**src/rtl/ss_scan_ctrl.sv**
```systemverilog
// rtl/ss_scan_ctrl.sv - multiplexed seven-segment scan controller with tear-free frame buffer
// Define SS_SCAN_LZB_EN to enable leading-zero blanking.
module ss_scan_ctrl #(
  parameter int NUM_DIGITS = 4,
  parameter int DWELL      = 1000,
  parameter int GAP        = 16
) (
  input  logic                    clk,
  input  logic                    rst_n,
  input  logic                    en,
  input  logic                    upd_valid,
  input  logic [4*NUM_DIGITS-1:0] upd_data,
  output logic                    upd_ready,
  output logic [3:0]              dec_in,
  output logic [NUM_DIGITS-1:0]   an,
  output logic                    frame_done
);

  localparam int W    = 4 * NUM_DIGITS;
  localparam int MAXC = (DWELL > GAP) ? DWELL : GAP;
  localparam int CW   = (MAXC > 1) ? $clog2(MAXC) : 1;
  localparam int IW   = $clog2(NUM_DIGITS);

  typedef enum logic [1:0] {S_IDLE, S_DRIVE, S_GAP} state_t;

  state_t                r_state;
  logic [CW-1:0]         r_cnt;
  logic [IW-1:0]         r_idx;
  logic [W-1:0]          r_pend;
  logic                  r_pend_full;
  logic [W-1:0]          r_active;
  logic [NUM_DIGITS-1:0] r_an;
  logic [3:0]            r_dec;
  logic                  r_ready;
  logic                  r_fd;

  logic       w_xfer;
  logic [3:0] w_code;
  logic       w_lit;
  logic       w_last_dwell;
  logic       w_last_gap;
  logic       w_wrap;

  assign w_xfer       = upd_valid && r_ready;
  assign w_code       = r_active[{r_idx, 2'b00} +: 4];
  assign w_last_dwell = (r_cnt == CW'(DWELL - 1));
  assign w_last_gap   = (r_cnt == CW'(GAP - 1));
  assign w_wrap       = (r_idx == IW'(NUM_DIGITS - 1));

`ifdef SS_SCAN_LZB_EN
  logic [W-1:0] w_upper;
  // Digit k is blank when it and every more-significant digit are zero; digit 0 always lights.
  assign w_upper = r_active >> {r_idx, 2'b00};
  assign w_lit   = (r_idx == '0) || (w_upper != '0);
`else
  assign w_lit = 1'b1;
`endif

  always_ff @(posedge clk or negedge rst_n) begin
    if (!rst_n) begin
      r_state     <= S_IDLE;
      r_cnt       <= '0;
      r_idx       <= '0;
      r_pend      <= '0;
      r_pend_full <= 1'b0;
      r_active    <= '0;
      r_an        <= '0;
      r_dec       <= '0;
      r_ready     <= 1'b1;
      r_fd        <= 1'b0;
    end else begin
      // ready stays low the cycle of a copy-out, so a transfer never collides with it
      r_ready <= w_xfer ? 1'b0 : !r_pend_full;
      if (w_xfer) begin
        r_pend      <= upd_data;
        r_pend_full <= 1'b1;
      end
      r_an <= (r_state == S_DRIVE && w_lit) ? (NUM_DIGITS'(1) << r_idx) : '0;
      if (r_state == S_DRIVE) r_dec <= w_code;
      r_fd <= (r_state == S_DRIVE) && w_last_dwell && w_wrap;

      case (r_state)
        S_IDLE: begin
          r_cnt <= '0;
          r_idx <= '0;
          if (en) begin
            r_state <= S_DRIVE;
            if (r_pend_full) begin
              r_active    <= r_pend;
              r_pend_full <= 1'b0;
            end
          end
        end
        S_DRIVE: begin
          if (w_last_dwell) begin
            r_state <= S_GAP;
            r_cnt   <= '0;
          end else begin
            r_cnt <= r_cnt + CW'(1);
          end
        end
        S_GAP: begin
          if (w_last_gap) begin
            r_cnt <= '0;
            if (!en) begin
              r_state <= S_IDLE;
              r_idx   <= '0;
            end else begin
              r_state <= S_DRIVE;
              if (w_wrap) begin
                r_idx <= '0;
                if (r_pend_full) begin
                  r_active    <= r_pend;
                  r_pend_full <= 1'b0;
                end
              end else begin
                r_idx <= r_idx + IW'(1);
              end
            end
          end else begin
            r_cnt <= r_cnt + CW'(1);
          end
        end
        default: begin
          r_state <= S_IDLE;
          r_cnt   <= '0;
          r_idx   <= '0;
        end
      endcase
    end
  end

  assign upd_ready  = r_ready;
  assign dec_in     = r_dec;
  assign an         = r_an;
  assign frame_done = r_fd;

endmodule

```
**config.mk**
```make
export PLATFORM = sky130hd
export DESIGN_NAME = ss_scan_ctrl
export DESIGN_NICKNAME = d
export VERILOG_FILES = /design/src/rtl/ss_scan_ctrl.sv
export SDC_FILE = /design/constraint.sdc
export NUM_CORES = 1
export LEC_CHECK = 0
export BUFFER_PORTS_ARGS = -buffer_cell sky130_fd_sc_hd__buf_4
export CORE_MARGIN = 3
export CORE_UTILIZATION = 35
export DETAILED_ROUTE_END_ITERATION = 6
export SLEW_MARGIN = 10
export SYNTH_ARGS = -nofsm -noshare
export SYNTH_HDL_FRONTEND = slang
export SYNTH_SLANG_ARGS = --single-unit
export TNS_END_PERCENT = 20
```
**constraint.sdc**
```tcl
create_clock -name clk -period 2.5 [get_ports clk]
set_input_delay 0.125 -clock clk [delete_from_list [all_inputs] [get_ports clk]]
set_output_delay 0.125 -clock clk [all_outputs]
set_load 0.05 [all_outputs]
```
==> results of run 1 <==
## final timing paths
path,start,endpoint,slack [ns],cells after the start
worst max-delay path,r_cnt[4],r_active[5],0.23,5
worst min-delay path,upd_data[14],r_pend[14],0.02,2
worst max register to register,r_cnt[4],r_active[5],0.23,5
worst min register to register,r_pend_full,upd_ready,0.45,1
max in group asynchronous,rst_n,r_state[0],1.65,2
min in group asynchronous,rst_n,r_pend[8],0.39,2
## area by class of cell
class	instances	area [um^2]
repair buffers	44	372.9
inverters	6	22.52
clock inverters	3	15.01
well taps	96	120.1
clock buffers	13	158.9
fillers	647	3766
flip-flops and latches	57	1428
multi-input cells	114	1061
## cell usage after synthesis (2+ instances only)
master and count:
sky130_fd_sc_hd__dfrtp_1 56, sky130_fd_sc_hd__mux2_2 27, sky130_fd_sc_hd__nor3_1 2, sky130_fd_sc_hd__nand4_1 2, sky130_fd_sc_hd__nand4b_1 2, sky130_fd_sc_hd__and2_1 4
sky130_fd_sc_hd__clkbuf_1 5, sky130_fd_sc_hd__mux2_4 9, sky130_fd_sc_hd__nor2b_1 3, sky130_fd_sc_hd__a21oi_1 3, sky130_fd_sc_hd__xor2_1 3, sky130_fd_sc_hd__nand3_1 7
sky130_fd_sc_hd__inv_1 6, sky130_fd_sc_hd__nand2_1 5, sky130_fd_sc_hd__nor2_1 12, sky130_fd_sc_hd__and3_1 2, sky130_fd_sc_hd__mux4_2 4, sky130_fd_sc_hd__ha_1 9
sky130_fd_sc_hd__xnor2_1 5, sky130_fd_sc_hd__or4_4 2, sky130_fd_sc_hd__o31ai_1 2
## registers in the layout (all words and copies together) (netlist names)
name         cells
dec_in           4
r_cnt           10
r_state          2
r_pend_full      1
r_pend          16
r_idx            2
frame_done       1
r_active        16
upd_ready        1
an               4
## per-stage QoR
step                      instance area (um^2)  total power (uW)  utilization  hold WS, ns  cells
after floorplan                           2557              2328            -      -0.1706    184
after global placement                    2884              2590       0.4153       0.2280    305
after detailed placement                  2884              2612       0.4153       0.2281    305
after CTS                                 3178              3394       0.4577   0.00002215    333
after global routing                      3178              3574       0.4577     0.006549    333
final                                     3178              3344       0.4577      0.01862    333
## cells by family after synthesis
logic type	share of synthesized area
multiplexers	0.2109
AND/OR/NAND/NOR	0.09491
adder cells (fa/ha/maj)	0.04403
AO/OA/AOI/OAI	0.03767
buffers and inverters	0.02691
flip-flops	0.5582
XOR/XNOR	0.02740
## critical path, stage by stage, from the launching register on
cell and delay [ns]:
sky130_fd_sc_hd__dfrtp_1 0.43, sky130_fd_sc_hd__or4_4 0.54, sky130_fd_sc_hd__or4_4 0.47, sky130_fd_sc_hd__o21ai_4 0.18
sky130_fd_sc_hd__buf_12 0.18, sky130_fd_sc_hd__mux2_2 0.34
## layout by cell type, fill, tap and decap left out, types with 6 or more instances in the layout
cell,instances
sky130_fd_sc_hd__mux2_4,9
sky130_fd_sc_hd__nor2_1,12
sky130_fd_sc_hd__clkbuf_8,11
sky130_fd_sc_hd__nand3_1,7
sky130_fd_sc_hd__ha_1,9
sky130_fd_sc_hd__mux2_2,27
sky130_fd_sc_hd__buf_4,31
sky130_fd_sc_hd__dlygate4sd3_1,12
sky130_fd_sc_hd__dfrtp_1,56
sky130_fd_sc_hd__inv_1,6
## routing by layer
metal / part of all wire / GRT usage
met1: 0.47 / 0.1532
met2: 0.46 / 0.1808
met3: 0.043 / 0.04143
met4: 0.034 / 0.08920
met5: 0 / 0
## report_power, final
group / internal [uW] / switching [uW]
Clock: 409 / 346
Combinational: 612 / 514
Sequential: 1280 / 187
==> flow_metrics.py, run 1 <==
metrics = {
    "routing": {
        "first_pass_iters": 4,
        "post-route-drc-count": 0,
        "route.detailed.vias_per_inst": 4.622,
        "drtAntennaViolNets": 0,
        "finalWirelength_um": 4349,
        "wl_per_cell_um": 13.06,
        "route.vias.total": 1539,
        "drt-initial-drc-count": 78,
    },
    "worst_setup_path": {
        "path_class": "reg2reg",
        "arrival_time_worst_endpoint_ns": 2.49,
        "startpoint_type": "register",
        "critical_path_end_type": "register",
        "critical_path_fanouts_max": 17,
        "critical_path_required_ns": 2.72,
    },
    "clocking": {
        "cts-resized-gates": 0,
        "cts-buffers-inserted": 9,
        "cts_htree_levels": 3,
        "post-cts-setup-buffers": 0,
        "tritoncts_clock_tree": "done",
        "number_of_buffers_on_the_longest_clock_path": 2,
        "cts_root_buf": "sky130_fd_sc_hd__clkbuf_8",
        "cts.clk_slew.worst_paths_ns": 0.06,
        "clock_insertion_delay_worst_skew_ns": 0.34,
        "numClockSinks": 57,
        "cts_hold_buffers": 12,
    },
    "run": {
        "timing.max_cap.violations": 0,
    },
    "floorplan": {
        "floorplan.core_area_um2": 6944,
        "floorplan.die_area_um2": 8369,
        "die_x_um": 91.48,
        "placementRows": 30,
        "die_h_um": 91.48,
        "ios": 30,
        "floorplan.initialDensity": 0.3683,
    },
    "placement": {
        "buffer_ports.inserted": 29,
        "globalplace.congestion": 0.7755,
        "hpwl_um": 2906,
        "preCtsSetupSlack_ns": 0.2300,
    },
    "cells_and_area": {
        "antenna_cells": 0,
        "post_route_cells_drive_above_1_share": 0.3840,
        "flow.area_growth_from_synthesis_pct": 24.27,
        "total_nets_final": 261,
    },
    "timing": {
        "period_minus_slack_ns": 2.271,
        "worst_slew_pin_slew_ns": 0.7073,
        "setup_viol": 0,
        "clock-skew-final_ns": 0.008468,
        "postLayoutSetupSlackWorst_ns": 0.2292,
        "total_negative_slack_for_setup_checks_ns": 0,
        "timing.fmax_mhz": 440.4,
        "rsz0062_at_grt": "false",
        "min_period_over_period": 0.9083,
        "slew_violations": 0,
        "timing.slew.headroom": 0.5284,
        "finalHoldViolations": 0,
    },
    "logic_synthesis": {
        "syn_area_per_cell_um2": 13.90,
        "synth_edf_count": 0,
        "yosys_register_bits": 57,
        "syn_inst": 184,
        "yosysWarnings": 0,
        "synth_top_area_cell": "sky130_fd_sc_hd__dfrtp_1",
        "ys_seq_area_frac": 0.5582,
        "async_reset_ff_frac": 1.000,
        "synth.net_count": 213,
        "area_share_of_the_largest_cell_type_after_synthesis": 0.5479,
        "synth_ff_type": "sky130_fd_sc_hd__dfrtp_1",
        "syn-cell-area_um2": 2557,
        "yosys.cell_types.count": 35,
        "synth_area_leaders": "sky130_fd_sc_hd__dfrtp_1 55%, sky130_fd_sc_hd__mux2_2 12%, sky130_fd_sc_hd__mux2_4 5.3%, sky130_fd_sc_hd__ha_1 4.4%, sky130_fd_sc_hd__mux4_2 3.5%",
    },
    "global_routing": {
        "grt_pass1_wl_um": 7948,
        "gr-usage-all-layers": 0.1243,
        "grt_max_degree": 58,
        "globalRouteOverflowTotal": 0,
        "first_global_vias": 1686,
        "antenna_violations_before_repair": 0,
    },
    "worst_hold_path": {
        "hp-class": "in2reg",
    },
    "power": {
        "power_leakage_uw": 0.001412,
        "ir_worst_vdd_uv": 385.3,
        "power_per_cell_area_nw_per_um2": 1052,
    },
    "run_status": {
        "outcome": "finished, final reports clean",
    },
}
Power figures use the tool's default switching activity.
==> inputs of run 2 (changes only) <==
Settings changed: CELL_PAD_IN_SITES_DETAIL_PLACEMENT set to 0, CELL_PAD_IN_SITES_GLOBAL_PLACEMENT set to 1, PLACE_DENSITY_LB_ADDON set to 0.1.
==> run 2 against run 1 <==
Against the previous run:
- critical path depth unchanged
- design area down 2.3%
- global-route usage up 0.86 points
- utilization down 1.1 points
- first-iteration DRC count down 32%
- clock skew about the same
- final cell count down 2.7%
- sequential share of layout area up 1.1 points
- routed wire length up 9.9%
- critical path type unchanged
- highest routed layer unchanged
==> flow_metrics.py, run 2 (same netlist as run 1, synthesis figures left out) <==
metrics = {
    "timing": {
        "timing.fmax_mhz": 437.1,
        "clock-skew-final_ns": 0.008780,
        "hold-worst-slack_ns": 0.02574,
        "worst_slew_pin_slew_ns": 0.7068,
        "slew_violations": 0,
        "finalHoldViolations": 0,
        "min_period_over_period": 0.9151,
        "rsz0062_at_grt": "false",
        "period_minus_slack_ns": 2.288,
        "setup_viol": 0,
        "postLayoutSetupSlackWorst_ns": 0.2122,
        "total_negative_slack_for_setup_checks_ns": 0,
        "timing.slew.headroom": 0.5288,
    },
    "clocking": {
        "number_of_buffers_on_the_longest_clock_path": 2,
        "numClockSinks": 57,
        "post-cts-setup-buffers": 0,
        "tritoncts_clock_tree": "done",
        "cts-resized-gates": 0,
        "cts_root_buf": "sky130_fd_sc_hd__clkbuf_8",
        "cts.clk_slew.worst_paths_ns": 0.06,
        "cts_htree_levels": 3,
        "clock_insertion_delay_worst_skew_ns": 0.33,
        "cts-buffers-inserted": 9,
    },
    "worst_setup_path": {
        "path_class": "reg2reg",
        "critical_path_required_ns": 2.71,
        "critical_path_end_type": "register",
        "critical_path_fanouts_max": 17,
        "arrival_time_worst_endpoint_ns": 2.50,
        "startpoint_type": "register",
    },
    "routing": {
        "first_pass_iters": 4,
        "drtAntennaViolNets": 0,
        "drt-initial-drc-count": 53,
        "route.vias.total": 1545,
        "route.detailed.vias_per_inst": 4.769,
        "finalWirelength_um": 4778,
        "post-route-drc-count": 0,
        "wl_per_cell_um": 14.75,
    },
    "power": {
        "pwr-share-comb": 0.331,
        "power_per_cell_area_nw_per_um2": 1100,
        "p_int_uw": 2344,
        "clock_power_share": 0.238,
        "finalPower_uw": 3415,
        "power_leakage_uw": 0.001385,
        "net_switching_power_figure_uw": 1072,
        "ir_worst_vdd_uv": 432.5,
        "sw_frac_of_total": 0.3137,
        "power.share.sequential": 0.431,
    },
    "global_routing": {
        "first_global_vias": 1696,
        "antenna_violations_before_repair": 0,
        "met1_usage": 0.1696,
        "globalRouteOverflowTotal": 0,
        "global_route.usage.met2": 0.2009,
        "gr-usage-all-layers": 0.1329,
        "global_route.peak_usage_layer": "met2",
        "grt_pass1_wl_um": 8590,
        "grt_max_degree": 58,
        "grt.met3_usage": 0.06048,
    },
    "floorplan": {
        "placementRows": 30,
        "die_x_um": 91.48,
        "floorplan.initialDensity": 0.3683,
        "floorplan.core_area_um2": 6944,
        "floorplan.die_area_um2": 8369,
        "die_h_um": 91.48,
        "ios": 30,
    },
    "worst_hold_path": {
        "hp-class": "in2reg",
    },
    "cells_and_area": {
        "layoutNonFillerInstCount": 324,
        "layout_common_cells": "56 x sky130_fd_sc_hd__dfrtp_1, 32 x sky130_fd_sc_hd__buf_4, 27 x sky130_fd_sc_hd__mux2_2, 13 x sky130_fd_sc_hd__clkbuf_8, 12 x sky130_fd_sc_hd__nor2_1",
        "antenna_cells": 0,
        "top_regs": "r_active x16, r_pend x16, r_cnt x10",
        "post_route_cells_drive_above_1_share": 0.4079,
        "flow.area_growth_from_synthesis_pct": 21.38,
        "layout.cells.most_common": "sky130_fd_sc_hd__dfrtp_1",
        "total_nets_final": 252,
        "nFillCells": 636,
    },
    "placement": {
        "preCtsSetupSlack_ns": 0.2139,
        "post-place-cells": 306,
        "buffer_ports.inserted": 29,
        "hpwl_um": 3249,
        "globalplace.congestion": 0.7486,
    },
    "run": {
        "timing.max_cap.violations": 0,
    },
    "run_status": {
        "outcome": "finished, final reports clean",
    },
}
[run 2: final timing paths]
| kind | from | end | cells after the start | slack, ns |
|---|---|---|---|---|
| min reg2reg | r_cnt[0] | r_cnt[0] | 1 | 0.47 |
| min in group asynchronous | rst_n | r_pend[1] | 2 | 0.40 |
| min | upd_data[15] | r_pend[15] | 2 | 0.03 |
| max reg2reg | r_cnt[4] | r_active[6] | 5 | 0.21 |
| max | r_cnt[4] | r_active[6] | 5 | 0.21 |
| max in group asynchronous | rst_n | r_active[7] | 2 | 1.63 |
[run 2: per-stage QoR]
step	utilization	area, um^2
2_1_floorplan	-	2557
3_3_place_gp	0.4164	2892
5_1_grt	0.4470	3104
3_5_place_dp	0.4164	2892
4_1_cts	0.4470	3104
6_report	0.4470	3104
[run 2: routing by layer]
layer,vias to the layer above,part of all wire
li1,733,-
met1,761,0.47
met2,43,0.46
met3,8,0.059
met4,0,0.013
met5,-,0
[run 2: layout make-up]
type | instances | area, um^2 | area share
clock buffers | 14 | 182.7 | 0.05885
clock inverters | 2 | 10.01 | 0.003225
inverters | 6 | 22.52 | 0.007255
multi-input cells | 114 | 1061 | 0.3418
flip-flops and latches | 57 | 1428 | 0.4599
well taps | 96 | 120.1 | 0.03869
repair buffers | 35 | 280.3 | 0.09029
[run 2: power groups by stage]
stage          clock (uW)  sequential, uW  combinational [uW]
2_1_floorplan           0            1580                 750
3_3_place_gp            0            1470                1110
3_5_place_dp            0            1490                1140
4_1_cts               838            1480                1150
5_1_grt               892            1520                1250
6_report              814            1470                1130
[run 2: what timing repair did]
action,4_1_cts,5_1_grt
hold endpoints to repair,57,0
hold buffers,2,0
endpoints found under the setup margin,0,0
[run 2: worst max-delay path: stages (launching register included)]
cell and delay, ns:
sky130_fd_sc_hd__dfrtp_1 0.44, sky130_fd_sc_hd__or4_4 0.54, sky130_fd_sc_hd__or4_4 0.47, sky130_fd_sc_hd__o21ai_4 0.19, sky130_fd_sc_hd__buf_12 0.19, sky130_fd_sc_hd__mux2_2 0.35
==> inputs of run 3 (changes only) <==
Settings changed: RECOVER_POWER set to 50, REMOVE_ABC_BUFFERS set to 1.
==> run 3 against run 2 <==
Against the previous run:
- combinational power about the same
- routed wire length decreased by 1.3%
- global-route usage decreased by 0.94 points
- hold slack got worse by 0.0074 ns
- design area increased by 0.24%
- sequential share of layout area decreased by 0.11 points
- final cell count increased by 0.31%
- worst setup slack improved by 0.0058 ns
- fmax increased by 0.26%
==> flow_metrics.py, run 3 (same netlist as run 1, synthesis figures left out) <==
metrics = {
    "worst_setup_path": {
        "cp_slowest_stage_delay_ns": 0.54,
        "critical_path_end_type": "register",
        "arrival_time_worst_endpoint_ns": 2.50,
        "startpoint_type": "register",
        "cp_slowest_cell": "sky130_fd_sc_hd__or4_4",
        "crit_path_cell_trace": "or4_4 > or4_4 > o21ai_4 > buf_12 > mux2_2",
        "critical_path_required_ns": 2.72,
        "path_class": "reg2reg",
        "critical_path_fanouts_max": 17,
        "r2r_cells": 5,
        "worst_path_most_repeated_cell": "sky130_fd_sc_hd__or4_4",
    },
    "power": {
        "pwr-share-comb": 0.323,
        "ir_worst_vdd_uv": 586.4,
        "p_int_uw": 2415,
        "power.share.sequential": 0.420,
        "power_per_cell_area_nw_per_um2": 1119,
        "clock_power_share": 0.257,
        "power_leakage_uw": 0.001376,
        "net_switching_power_figure_uw": 1068,
        "sw_frac_of_total": 0.3066,
    },
    "floorplan": {
        "floorplan.initialDensity": 0.3683,
        "floorplan.die_area_um2": 8369,
        "floorplan.core_area_um2": 6944,
        "placementRows": 30,
        "die_h_um": 91.48,
        "ios": 30,
        "die_x_um": 91.48,
    },
    "clocking": {
        "clock_insertion_delay_worst_skew_ns": 0.34,
        "cts_htree_levels": 3,
        "cts.clk_slew.worst_paths_ns": 0.07,
        "cts_root_buf": "sky130_fd_sc_hd__clkbuf_8",
        "cts-resized-gates": 0,
        "number_of_buffers_on_the_longest_clock_path": 2,
        "cts-buffers-inserted": 9,
        "tritoncts_clock_tree": "done",
        "post-cts-setup-buffers": 0,
        "numClockSinks": 57,
    },
    "placement": {
        "hpwl_um": 3179,
        "post-place-cells": 306,
        "globalplace.congestion": 0.7895,
        "postPlaceCellArea_um2": 2892,
        "buffer_ports.inserted": 29,
    },
    "cells_and_area": {
        "design_area_um2": 3112,
        "area_used_by_multi_input_combinational_logic_um2": 1061,
        "total_nets_final": 253,
        "layout_common_cells": "56 x sky130_fd_sc_hd__dfrtp_1, 27 x sky130_fd_sc_hd__mux2_2, 26 x sky130_fd_sc_hd__buf_4, 12 x sky130_fd_sc_hd__nor2_1, 12 x sky130_fd_sc_hd__clkbuf_8",
        "nFillCells": 641,
        "flow.area_growth_from_synthesis_pct": 21.67,
        "layout.cells.most_common": "sky130_fd_sc_hd__dfrtp_1",
        "regArea_um2": 1428,
        "post_route_cells_drive_above_1_share": 0.3843,
        "top_regs": "r_active x16, r_pend x16, r_cnt x10",
        "antenna_cells": 0,
        "layoutNonFillerInstCount": 325,
    },
    "timing": {
        "worst_slew_pin_slew_ns": 1.402,
        "slew_violations": 0,
        "total_negative_slack_for_setup_checks_ns": 0,
        "rsz0062_at_grt": "false",
        "clock-skew-final_ns": 0.005873,
        "period_minus_slack_ns": 2.282,
        "min_period_over_period": 0.9128,
        "timing.fmax_mhz": 438.2,
        "finalHoldViolations": 0,
        "timing.slew.headroom": 0.06541,
        "setup_viol": 0,
        "hold-worst-slack_ns": 0.01836,
    },
    "run_status": {
        "outcome": "finished, final reports clean",
    },
    "global_routing": {
        "first_global_vias": 1628,
        "antenna_violations_before_repair": 0,
        "globalRouteOverflowTotal": 0,
        "grt_pass1_wl_um": 7914,
        "grt_max_degree": 58,
        "gr-usage-all-layers": 0.1235,
    },
    "worst_hold_path": {
        "hp-class": "in2reg",
        "hold_path_depth": 2,
    },
    "routing": {
        "post-route-drc-count": 0,
        "drtAntennaViolNets": 0,
        "first_pass_iters": 4,
        "finalWirelength_um": 4716,
        "wl_per_cell_um": 14.51,
        "route.vias.total": 1551,
        "drt-initial-drc-count": 82,
        "route.detailed.vias_per_inst": 4.772,
    },
    "run": {
        "timing.max_cap.violations": 0,
    },
}
[run 3: changes by cell type in the layout (fill, tap and decap cells not counted)]
cell	delta
sky130_fd_sc_hd__clkbuf_4	+1
sky130_fd_sc_hd__clkbuf_1	+5
sky130_fd_sc_hd__clkinv_2	-1
sky130_fd_sc_hd__bufinv_16	+1
sky130_fd_sc_hd__clkbuf_2	+1
sky130_fd_sc_hd__buf_4	-6
sky130_fd_sc_hd__dlygate4sd3_1	+1
sky130_fd_sc_hd__clkbuf_8	-1
[run 3: critical path, delay by kind of cell, from the launching register on]
family                 cells  cell delay [ns]
AND/OR/NAND/NOR            2             1.01
flip-flops                 1             0.43
AO/OA/AOI/OAI              1             0.19
multiplexers               1             0.34
buffers and inverters      1             0.18
[run 3: layout make-up]
| cell class | instances | area share |
|---|---|---|
| clock buffers | 14 | 0.05549 |
| clock inverters | 2 | 0.01126 |
| inverters | 6 | 0.007238 |
| well taps | 96 | 0.03860 |
| flip-flops and latches | 57 | 0.4588 |
| repair buffers | 36 | 0.08766 |
| multi-input cells | 114 | 0.3410 |
[run 3: power by group through the flow]
stage / sequential, uW / clock (uW) / combinational (uW)
4_1_cts: 1470 / 928 / 1150
6_report: 1460 / 894 / 1120
2_1_floorplan: 1580 / 0 / 712
3_3_place_gp: 1470 / 0 / 1120
3_5_place_dp: 1490 / 0 / 1140
5_1_grt: 1510 / 956 / 1220
[run 3: timing repair]
| item | in CTS | in global routing |
|---|---|---|
| endpoints found under the setup margin | 0 | 0 |
| hold buffers | 3 | 0 |
| endpoints found under the hold margin | 58 | 0 |
[run 3: path summary, 6_finish.rpt]
path / from / to / slack [ns]
worst max register to register: r_cnt[4] / r_active[4] / 0.22
min in group asynchronous: rst_n / r_pend[2] / 0.65
worst max-delay path: r_cnt[4] / r_active[4] / 0.22
worst min register to register: r_pend_full / upd_ready / 0.44
max in group asynchronous: rst_n / r_cnt[2] / 1.00
worst min-delay path: upd_data[14] / r_pend[14] / 0.02
[run 3: per-layer routing]
metal | part of all wire | GRT usage | vias up
li1 | - | - | 735
met1 | 0.49 | 0.1624 | 776
met2 | 0.45 | 0.1802 | 29
met3 | 0.034 | 0.02817 | 11
met4 | 0.029 | 0.08291 | 0
met5 | 0 | 0 | -
[run 3: metrics by stage]
stage | util | power [uW] | worst slack, ns
2_1_floorplan | - | 2290 | 0.1234
3_3_place_gp | 0.4164 | 2592 | 0.2463
3_5_place_dp | 0.4164 | 2637 | 0.2245
4_1_cts | 0.4506 | 3554 | 0.2148
5_1_grt | 0.4481 | 3692 | 0.1508
6_report | 0.4481 | 3483 | 0.2180
